**src/rtl/i2s_rx_pkg.sv**
```systemverilog
// Shared types for the I2S/TDM slave receiver: FSM state encoding and the
// lane-index width helper used for the output lane tag.
package i2s_rx_pkg;

    typedef enum logic [2:0] {
        IDLE,
        SYNC,
        OFFSET,
        RUN,
        DONE
    } state_e;

    // A single-lane build still needs a one-bit lane tag.
    function automatic int lane_w(input int n);
        return (n > 1) ? $clog2(n) : 1;
    endfunction

endpackage

```
**src/rtl/i2s_rx_lane_deser.sv**
```systemverilog
// One serial lane: shift register (MSB- or LSB-first), right-alignment of
// LSB-first words and a holding register loaded when the word completes.
module i2s_rx_lane_deser
    import i2s_rx_pkg::*;
#(
    parameter int MAX_BITS = 32
) (
    input  logic                        i_sck,
    input  logic                        i_rstn,
    input  logic                        i_clear,
    input  logic                        i_capture,
    input  logic                        i_word_end,
    input  logic                        i_active,
    input  logic                        i_sd,
    input  logic                        i_lsb_first,
    input  logic [$clog2(MAX_BITS)-1:0] i_num_bits,
    output logic [MAX_BITS-1:0]         o_word
);

    localparam int BIT_W = $clog2(MAX_BITS);

    logic [MAX_BITS-1:0] r_shift;
    logic [MAX_BITS-1:0] r_hold;
    logic [MAX_BITS-1:0] w_shift_next;
    logic [MAX_BITS-1:0] w_aligned;
    logic [BIT_W-1:0]    w_rshift;

    // NOTE: every signal written in always_comb gets a value on every path, so no latch is inferred.
    always_comb begin
        w_shift_next = i_lsb_first ? {i_sd, r_shift[MAX_BITS-1:1]}
                                   : {r_shift[MAX_BITS-2:0], i_sd};
        w_rshift     = BIT_W'(MAX_BITS - 1) - i_num_bits;
        w_aligned    = i_lsb_first ? (w_shift_next >> w_rshift) : w_shift_next;
    end

    // The shift register restarts from zero each word, so MSB-first upper bits stay clean.
    // NOTE: the holding register is a handful of flops, not a RAM, so it takes the async reset too.
    always_ff @(posedge i_sck or negedge i_rstn) begin
        if (!i_rstn) begin
            r_shift <= '0;
            r_hold  <= '0;
        end else if (i_clear) begin
            r_shift <= '0;
            r_hold  <= '0;
        end else if (i_capture) begin
            r_shift <= i_word_end ? '0 : w_shift_next;
            if (i_word_end && i_active) begin
                r_hold <= w_aligned;
            end
        end
    end

    assign o_word = r_hold;

endmodule

```
**src/rtl/i2s_rx_tdm_channel.sv**
```systemverilog
// Multi-lane I2S/DSP slave receiver clocked by sck: frame sync, word
// deserialisation per lane, and a lane-0-first drain onto one valid/ready stream.
module i2s_rx_tdm_channel
    import i2s_rx_pkg::*;
#(
    parameter int NUM_LANES = 4,
    parameter int MAX_BITS  = 32,
    parameter int OFFSET_W  = 9,
    parameter int WCNT_W    = 16
) (
    input  logic                           sck_i,
    input  logic                           rstn_i,
    input  logic [NUM_LANES-1:0]           sd_i,
    input  logic                           ws_i,
    output logic [MAX_BITS-1:0]            fifo_data_o,
    output logic [lane_w(NUM_LANES)-1:0]   fifo_lane_o,
    output logic                           fifo_data_valid_o,
    input  logic                           fifo_data_ready_i,
    output logic                           fifo_err_o,
    output logic                           done_o,
    input  logic                           cfg_en_i,
    input  logic [$clog2(NUM_LANES):0]     cfg_num_lanes_i,
    input  logic [$clog2(MAX_BITS)-1:0]    cfg_num_bits_i,
    input  logic                           cfg_lsb_first_i,
    input  logic                           cfg_ws_fall_i,
    input  logic [OFFSET_W-1:0]            cfg_offset_i,
    input  logic                           cfg_continuous_i,
    input  logic [WCNT_W-1:0]              cfg_num_words_i
);

    localparam int LANE_W = lane_w(NUM_LANES);
    localparam int NL_W   = $clog2(NUM_LANES) + 1;
    localparam int BIT_W  = $clog2(MAX_BITS);

    state_e                r_state;
    state_e                w_state_next;
    logic                  r_ws_q;
    logic [OFFSET_W-1:0]   r_off_cnt;
    logic [BIT_W-1:0]      r_bit_cnt;
    logic [WCNT_W-1:0]     r_word_cnt;
    logic [NUM_LANES-1:0]  r_pending;
    logic                  r_err;
    logic                  r_done;

    logic                  w_ws_edge;
    logic                  w_capture;
    logic                  w_word_end;
    logic                  w_last;
    logic                  w_overflow;
    logic                  w_valid;
    logic                  w_pop;
    logic [WCNT_W-1:0]     w_limit;
    logic [LANE_W-1:0]     w_sel;
    logic [NUM_LANES-1:0]  w_active;
    logic [NUM_LANES-1:0]  w_pending_next;
    logic [MAX_BITS-1:0]   w_hold [NUM_LANES];

    always_comb begin
        w_ws_edge = (r_ws_q != ws_i) && (ws_i == ~cfg_ws_fall_i);
        w_capture = 1'b0;
        case (r_state)
            SYNC:    w_capture = w_ws_edge && (cfg_offset_i == '0);
            OFFSET:  w_capture = (r_off_cnt == cfg_offset_i);
            RUN:     w_capture = 1'b1;
            default: w_capture = 1'b0;
        endcase
        w_capture  = w_capture && cfg_en_i;
        w_word_end = w_capture && (r_bit_cnt == cfg_num_bits_i);
        w_limit    = (cfg_num_words_i == '0) ? WCNT_W'(1) : cfg_num_words_i;
        w_last     = w_word_end && !cfg_continuous_i &&
                     (({1'b0, r_word_cnt} + (WCNT_W + 1)'(1)) == {1'b0, w_limit});
        w_overflow = w_word_end && (r_pending != '0);
    end

    always_comb begin
        w_state_next = r_state;
        case (r_state)
            IDLE:   w_state_next = SYNC;
            SYNC: begin
                if (w_ws_edge) begin
                    if (cfg_offset_i != '0) w_state_next = OFFSET;
                    else                    w_state_next = w_last ? DONE : RUN;
                end
            end
            OFFSET: begin
                if (r_off_cnt == cfg_offset_i) w_state_next = w_last ? DONE : RUN;
            end
            RUN: begin
                if (w_last) w_state_next = DONE;
            end
            DONE: begin
                if (r_pending == '0) w_state_next = IDLE;
            end
            default: w_state_next = IDLE;
        endcase
        if (!cfg_en_i) w_state_next = IDLE;
    end

    // NOTE: sequential state uses non-blocking assignments so every flop samples pre-edge values.
    always_ff @(posedge sck_i or negedge rstn_i) begin
        if (!rstn_i) r_state <= IDLE;
        else         r_state <= w_state_next;
    end

    // Priority drain: the lowest-index pending lane is presented first.
    always_comb begin
        w_sel = '0;
        for (int l = NUM_LANES - 1; l >= 0; l--) begin
            if (r_pending[l]) w_sel = LANE_W'(l);
        end
        w_valid = (r_pending != '0);
        w_pop   = w_valid && fifo_data_ready_i;
        w_pending_next = r_pending;
        if (w_pop)      w_pending_next[w_sel] = 1'b0;
        // A completion overwrites the holding registers, so it wins over a same-edge pop.
        if (w_word_end) w_pending_next = w_pending_next | w_active;
    end

    always_ff @(posedge sck_i or negedge rstn_i) begin
        if (!rstn_i) begin
            r_ws_q     <= 1'b0;
            r_off_cnt  <= '0;
            r_bit_cnt  <= '0;
            r_word_cnt <= '0;
            r_pending  <= '0;
            r_err      <= 1'b0;
            r_done     <= 1'b0;
        end else begin
            r_ws_q <= ws_i;
            if (!cfg_en_i) begin
                r_off_cnt  <= '0;
                r_bit_cnt  <= '0;
                r_word_cnt <= '0;
                r_pending  <= '0;
                r_err      <= 1'b0;
                r_done     <= 1'b0;
            end else begin
                r_pending <= w_pending_next;
                r_err     <= r_err | w_overflow;
                r_done    <= (r_state == DONE) && (r_pending == '0);
                if (r_state == SYNC && w_ws_edge) r_off_cnt <= OFFSET_W'(1);
                else if (r_state == OFFSET)       r_off_cnt <= r_off_cnt + OFFSET_W'(1);
                else                              r_off_cnt <= '0;
                if (w_capture) r_bit_cnt <= w_word_end ? '0 : r_bit_cnt + BIT_W'(1);
                if (w_word_end && !cfg_continuous_i) r_word_cnt <= r_word_cnt + WCNT_W'(1);
            end
        end
    end

    for (genvar g = 0; g < NUM_LANES; g++) begin : g_lane
        assign w_active[g] = (cfg_num_lanes_i > NL_W'(g));

        i2s_rx_lane_deser #(
            .MAX_BITS (MAX_BITS)
        ) u_deser (
            .i_sck       (sck_i),
            .i_rstn      (rstn_i),
            .i_clear     (!cfg_en_i),
            .i_capture   (w_capture),
            .i_word_end  (w_word_end),
            .i_active    (w_active[g]),
            .i_sd        (sd_i[g]),
            .i_lsb_first (cfg_lsb_first_i),
            .i_num_bits  (cfg_num_bits_i),
            .o_word      (w_hold[g])
        );
    end

    assign fifo_data_valid_o = w_valid;
    assign fifo_data_o       = w_valid ? w_hold[w_sel] : '0;
    assign fifo_lane_o       = w_sel;
    assign fifo_err_o        = r_err;
    assign done_o            = r_done;

endmodule
```
**config.mk**
```make
export PLATFORM = sky130hd
export DESIGN_NAME = i2s_rx_tdm_channel
export DESIGN_NICKNAME = d
export VERILOG_FILES = /design/src/rtl/i2s_rx_pkg.sv /design/src/rtl/i2s_rx_lane_deser.sv /design/src/rtl/i2s_rx_tdm_channel.sv
export SDC_FILE = /design/constraint.sdc
export NUM_CORES = 1
export LEC_CHECK = 0
export ABC_AREA = 0
export CORE_AREA = 3 3 208 210
export DETAILED_ROUTE_END_ITERATION = 6
export DIE_AREA = 0 0 211 213
export PLACE_DENSITY = 0.77
export SYNTH_ARGS = -nofsm -noshare
export SYNTH_HDL_FRONTEND = slang
export SYNTH_HIERARCHICAL = 1
export SYNTH_SLANG_ARGS = --single-unit
```
**constraint.sdc**
```tcl
create_clock -name sck_i -period 5.7 [get_ports sck_i]
set_input_delay 1.14 -clock sck_i [delete_from_list [all_inputs] [get_ports sck_i]]
set_output_delay 1.14 -clock sck_i [all_outputs]
set_load 0.02 [all_outputs]
```
==> flow_metrics.env <==
export IMPL_min_from="g_lane[2].u_deser/o_word[28]"
export IMPL_slew_violations=0
export IMPL_design_area_um2=24980
export IMPL_cts_buffers=37
export IMPL_num_rows=75
export IMPL_path_cells="clkdlybuf4s50_1, or4_4, nor4_4, a22o_4, nor2_2, nor3_2, buf_4, and4b_1, nand2_1, a21oi_1, a221oi_1, o211ai_1"
export IMPL_grt_use_met3_pct=8.463
export IMPL_regArea_um2=7407
export IMPL_synth_top_area_share_pct=32.67
export IMPL_start_util_pct=54.29
export IMPL_cp_max_fo=21
export IMPL_crit_family="simple AND/OR/NAND/NOR gates"
export IMPL_synthCells=2332
export IMPL_first_global_vias=19323
export IMPL_hold_buffers=0
export IMPL_grt_pass1_wl_um=126500
export IMPL_nets=2348
export IMPL_clock_root_buffer="clkbuf_16"
export IMPL_synth_area_um2=22670
export IMPL_htree_num_levels=2
export IMPL_setup_worst_path_end_class="flop"
export IMPL_holdPathStages=2
export IMPL_final_cells=2869
export IMPL_gp_congestion=0.9787
export IMPL_finalCritPeriodShare_pct=77.55
export IMPL_cp_num_buf_inv=2
export IMPL_worst_ir_drop_vdd_uv=200.0
export IMPL_drive_gt1_share_pct=15.05
export IMPL_r2r_end="g_lane[3].u_deser/o_word[5]"
export IMPL_fmax_ghz=0.2262
export IMPL_drtIter0Drc=2608
export IMPL_syn_num_nets=2380
export IMPL_drt_wl_total_um=83800
export IMPL_slowest_stage="and4b_1"
export IMPL_crit_type="in -> reg"
export IMPL_cts_buffer_depth=3
export IMPL_cp_arrival_ns=4.88
export IMPL_portBuffers=81
export IMPL_die_w_um=211
export IMPL_antenna_left=0
export IMPL_worst_pin_slew_ns=1.013
export IMPL_route_detailed_drc=3
export IMPL_power_density_nw_per_um2=209.3
export IMPL_synth_seq_cells=296
export IMPL_p_leak_uw=0.009859
export IMPL_startpoint_type="primary input"
export IMPL_ys_warn_count=6
export IMPL_yosysSeqAreaShare_pct=32.67
export IMPL_multi_input_area_um2=14200
export IMPL_rsz0062_at_grt="false"
export IMPL_cts_resized=0
export IMPL_clk_pin_slew_ns=0.05
export IMPL_vias=20548
export IMPL_synthTopCellsByArea="dfrtp_1, mux4_2, mux2i_1"
export IMPL_vias_per_cell=7.162
export IMPL_cap_violations=0
export IMPL_tns_ns=0
export IMPL_ys_async_sr_fraction_pct=100.0
export IMPL_die_h_um=213
export IMPL_grt_usage_pct=36.93
export IMPL_met1_usage_pct=51.38
export IMPL_io_pins=82
export IMPL_nFillCells=3507
export IMPL_dpl_hpwl_um=59710
export IMPL_outcome="finished, violations left"
export IMPL_r2r_cells=11
export IMPL_core_um2=41760
export IMPL_ys_types=88
export IMPL_yosysTopAreaCell="dfrtp_1"
export IMPL_synth_area_per_cell_um2=9.722
export IMPL_grt_use_met2_pct=55.94
export IMPL_die_area_um2=44940
export IMPL_relSlewSlack_pct=32.29
export IMPL_fin_total_pwr_uw=5229
export IMPL_violations="design-rule violations"
export IMPL_cts_sinks=296
export IMPL_cts_tree="yes"
export IMPL_clock_skew_ns=0.02428
export IMPL_grt_max_degree=109
export IMPL_wl_per_cell_um=29.21
export IMPL_regToRegStartpoint="r_ws_q"
export IMPL_syn2layout_area_growth_pct=10.18
export IMPL_synth_flop_cell="dfrtp_1"
export IMPL_final_hold_viol_count=0
export IMPL_post_cts_buffers=0
export IMPL_place_area_um2=23630
export IMPL_drtPass1Iterations=7
export IMPL_place_inst=2800
export IMPL_busiest_layer="met2"
export IMPL_grt_overflow_total=0
export IMPL_slowest_delay_ns=0.59
export IMPL_synth_edff_count=0
export IMPL_min_path_type="reg -> reg"
export IMPL_fin_crit_ns=4.420
export IMPL_clk_latency_ns=0.57
export IMPL_crit_required_ns=6.16
export IMPL_worstHoldEndpoint="g_lane[2].u_deser/o_word[28]"
export IMPL_reg2reg_slack_ns=1.98
export IMPL_grt_antenna_before_repair=9
export IMPL_finalSetupViolations=0
layout make-up:
cell class                 instances  area share, %
inverter                          36         0.5410
timing repair buffer             125          4.819
clock buffer                      55          4.548
antenna                            4        0.04007
clock inverter                    10         0.8315
sequential                       296          29.65
multi-input combinational       1804          56.87
tap                              539          2.700
cells by family (layout without fill, tap and decap cells):
group / count (synthesis) / after routing / share of synthesized area [%]
AO/OA/AOI/OAI: 657 / 657 / 18.88
XOR/XNOR: 46 / 46 / 1.777
adder cells (fa/ha/maj): 3 / 3 / 0.1656
buffers and inverters: 232 / 226 / 4.862
flip-flops: 296 / 296 / 32.67
multiplexers: 376 / 376 / 26.35
other: 0 / 4 / 0
AND/OR/NAND/NOR: 722 / 722 / 15.29
how the worst max path moves through the flow:
| stage | from | endpoint | slack (ns) | cells past startpoint |
|---|---|---|---|---|
| after floorplan | cfg_offset_i[3] | g_lane[1].u_deser/o_word[19] | 1.69 | 10 |
| after global placement | cfg_offset_i[3] | g_lane[3].u_deser/o_word[5] | 0.86 | 12 |
| after detailed placement | cfg_offset_i[3] | g_lane[1].u_deser/o_word[5] | 0.80 | 12 |
| after CTS | cfg_offset_i[4] | g_lane[1].u_deser/o_word[5] | 1.33 | 12 |
| after global routing | ws_i | g_lane[3].u_deser/o_word[3] | 1.11 | 12 |
| final | cfg_offset_i[4] | g_lane[3].u_deser/o_word[5] | 1.28 | 12 |
power by group:
| part | switching, uW | leakage, uW | internal (uW) |
|---|---|---|---|
| Clock | 982 | 0.000661 | 1650 |
| Combinational | 335 | 0.00507 | 157 |
| Sequential | 3.46 | 0.00413 | 2100 |
| Total | 1320 | 0.00986 | 3910 |
through the flow:
step                hold WS (ns)  utilization, %  setup slack (ns)
floorplan                 0.4446               -             1.689
global placement          0.4756           56.58            0.8619
detailed placement        0.4768           56.58            0.8032
CTS                       0.4920           59.79             1.330
global route              0.5357           59.80             1.108
finish                    0.4890           59.82             1.280
state kept, by name, summed over array words and instances, names as in the netlist:
signal	cells
r_word_cnt	16
g_lane.u_deser/o_word	128
r_pending	4
done_o	1
r_bit_cnt	5
fifo_err_o	1
r_off_cnt	9
r_ws_q	1
g_lane.u_deser/r_shift	128
r_state	3
cells in the mapped netlist (all sizes together) (21+ instances only):
library cell	instances
a21oi	126
a222oi	39
a22oi	47
a31oi	28
and2	38
buf	88
clkbuf	108
dfrtp	296
inv	33
mux2	62
mux2i	154
mux4	160
nand2	355
nand3	50
nor2	96
nor2b	54
o211ai	24
o21ai	231
xnor2	25
xor2	21
cell usage in the layout (no fill, tap or decap), types with 50 or more instances in the layout:
| cell type | n |
|---|---|
| mux4_2 | 140 |
| mux2_2 | 57 |
| dfrtp_1 | 296 |
| a21oi_1 | 126 |
| mux2i_1 | 151 |
| clkdlybuf4s50_1 | 75 |
| nor2_1 | 90 |
| nor2b_1 | 54 |
| nand2_1 | 355 |
| o21ai_0 | 222 |
| nand3_1 | 50 |
per-layer routing:
layer  up-vias  routed length, um
li1       8871                  -
met3       235               7976
met5         -                 70
met4        10               4055
met1     10289              33880
met2      1143              37820
worst min-delay path: stages (launching register included):
cell     delay (ns)
dfrtp_1        0.34
nand2_1        0.05
o21ai_0        0.06
No activity file was read; power rests on OpenSTA's default activity.
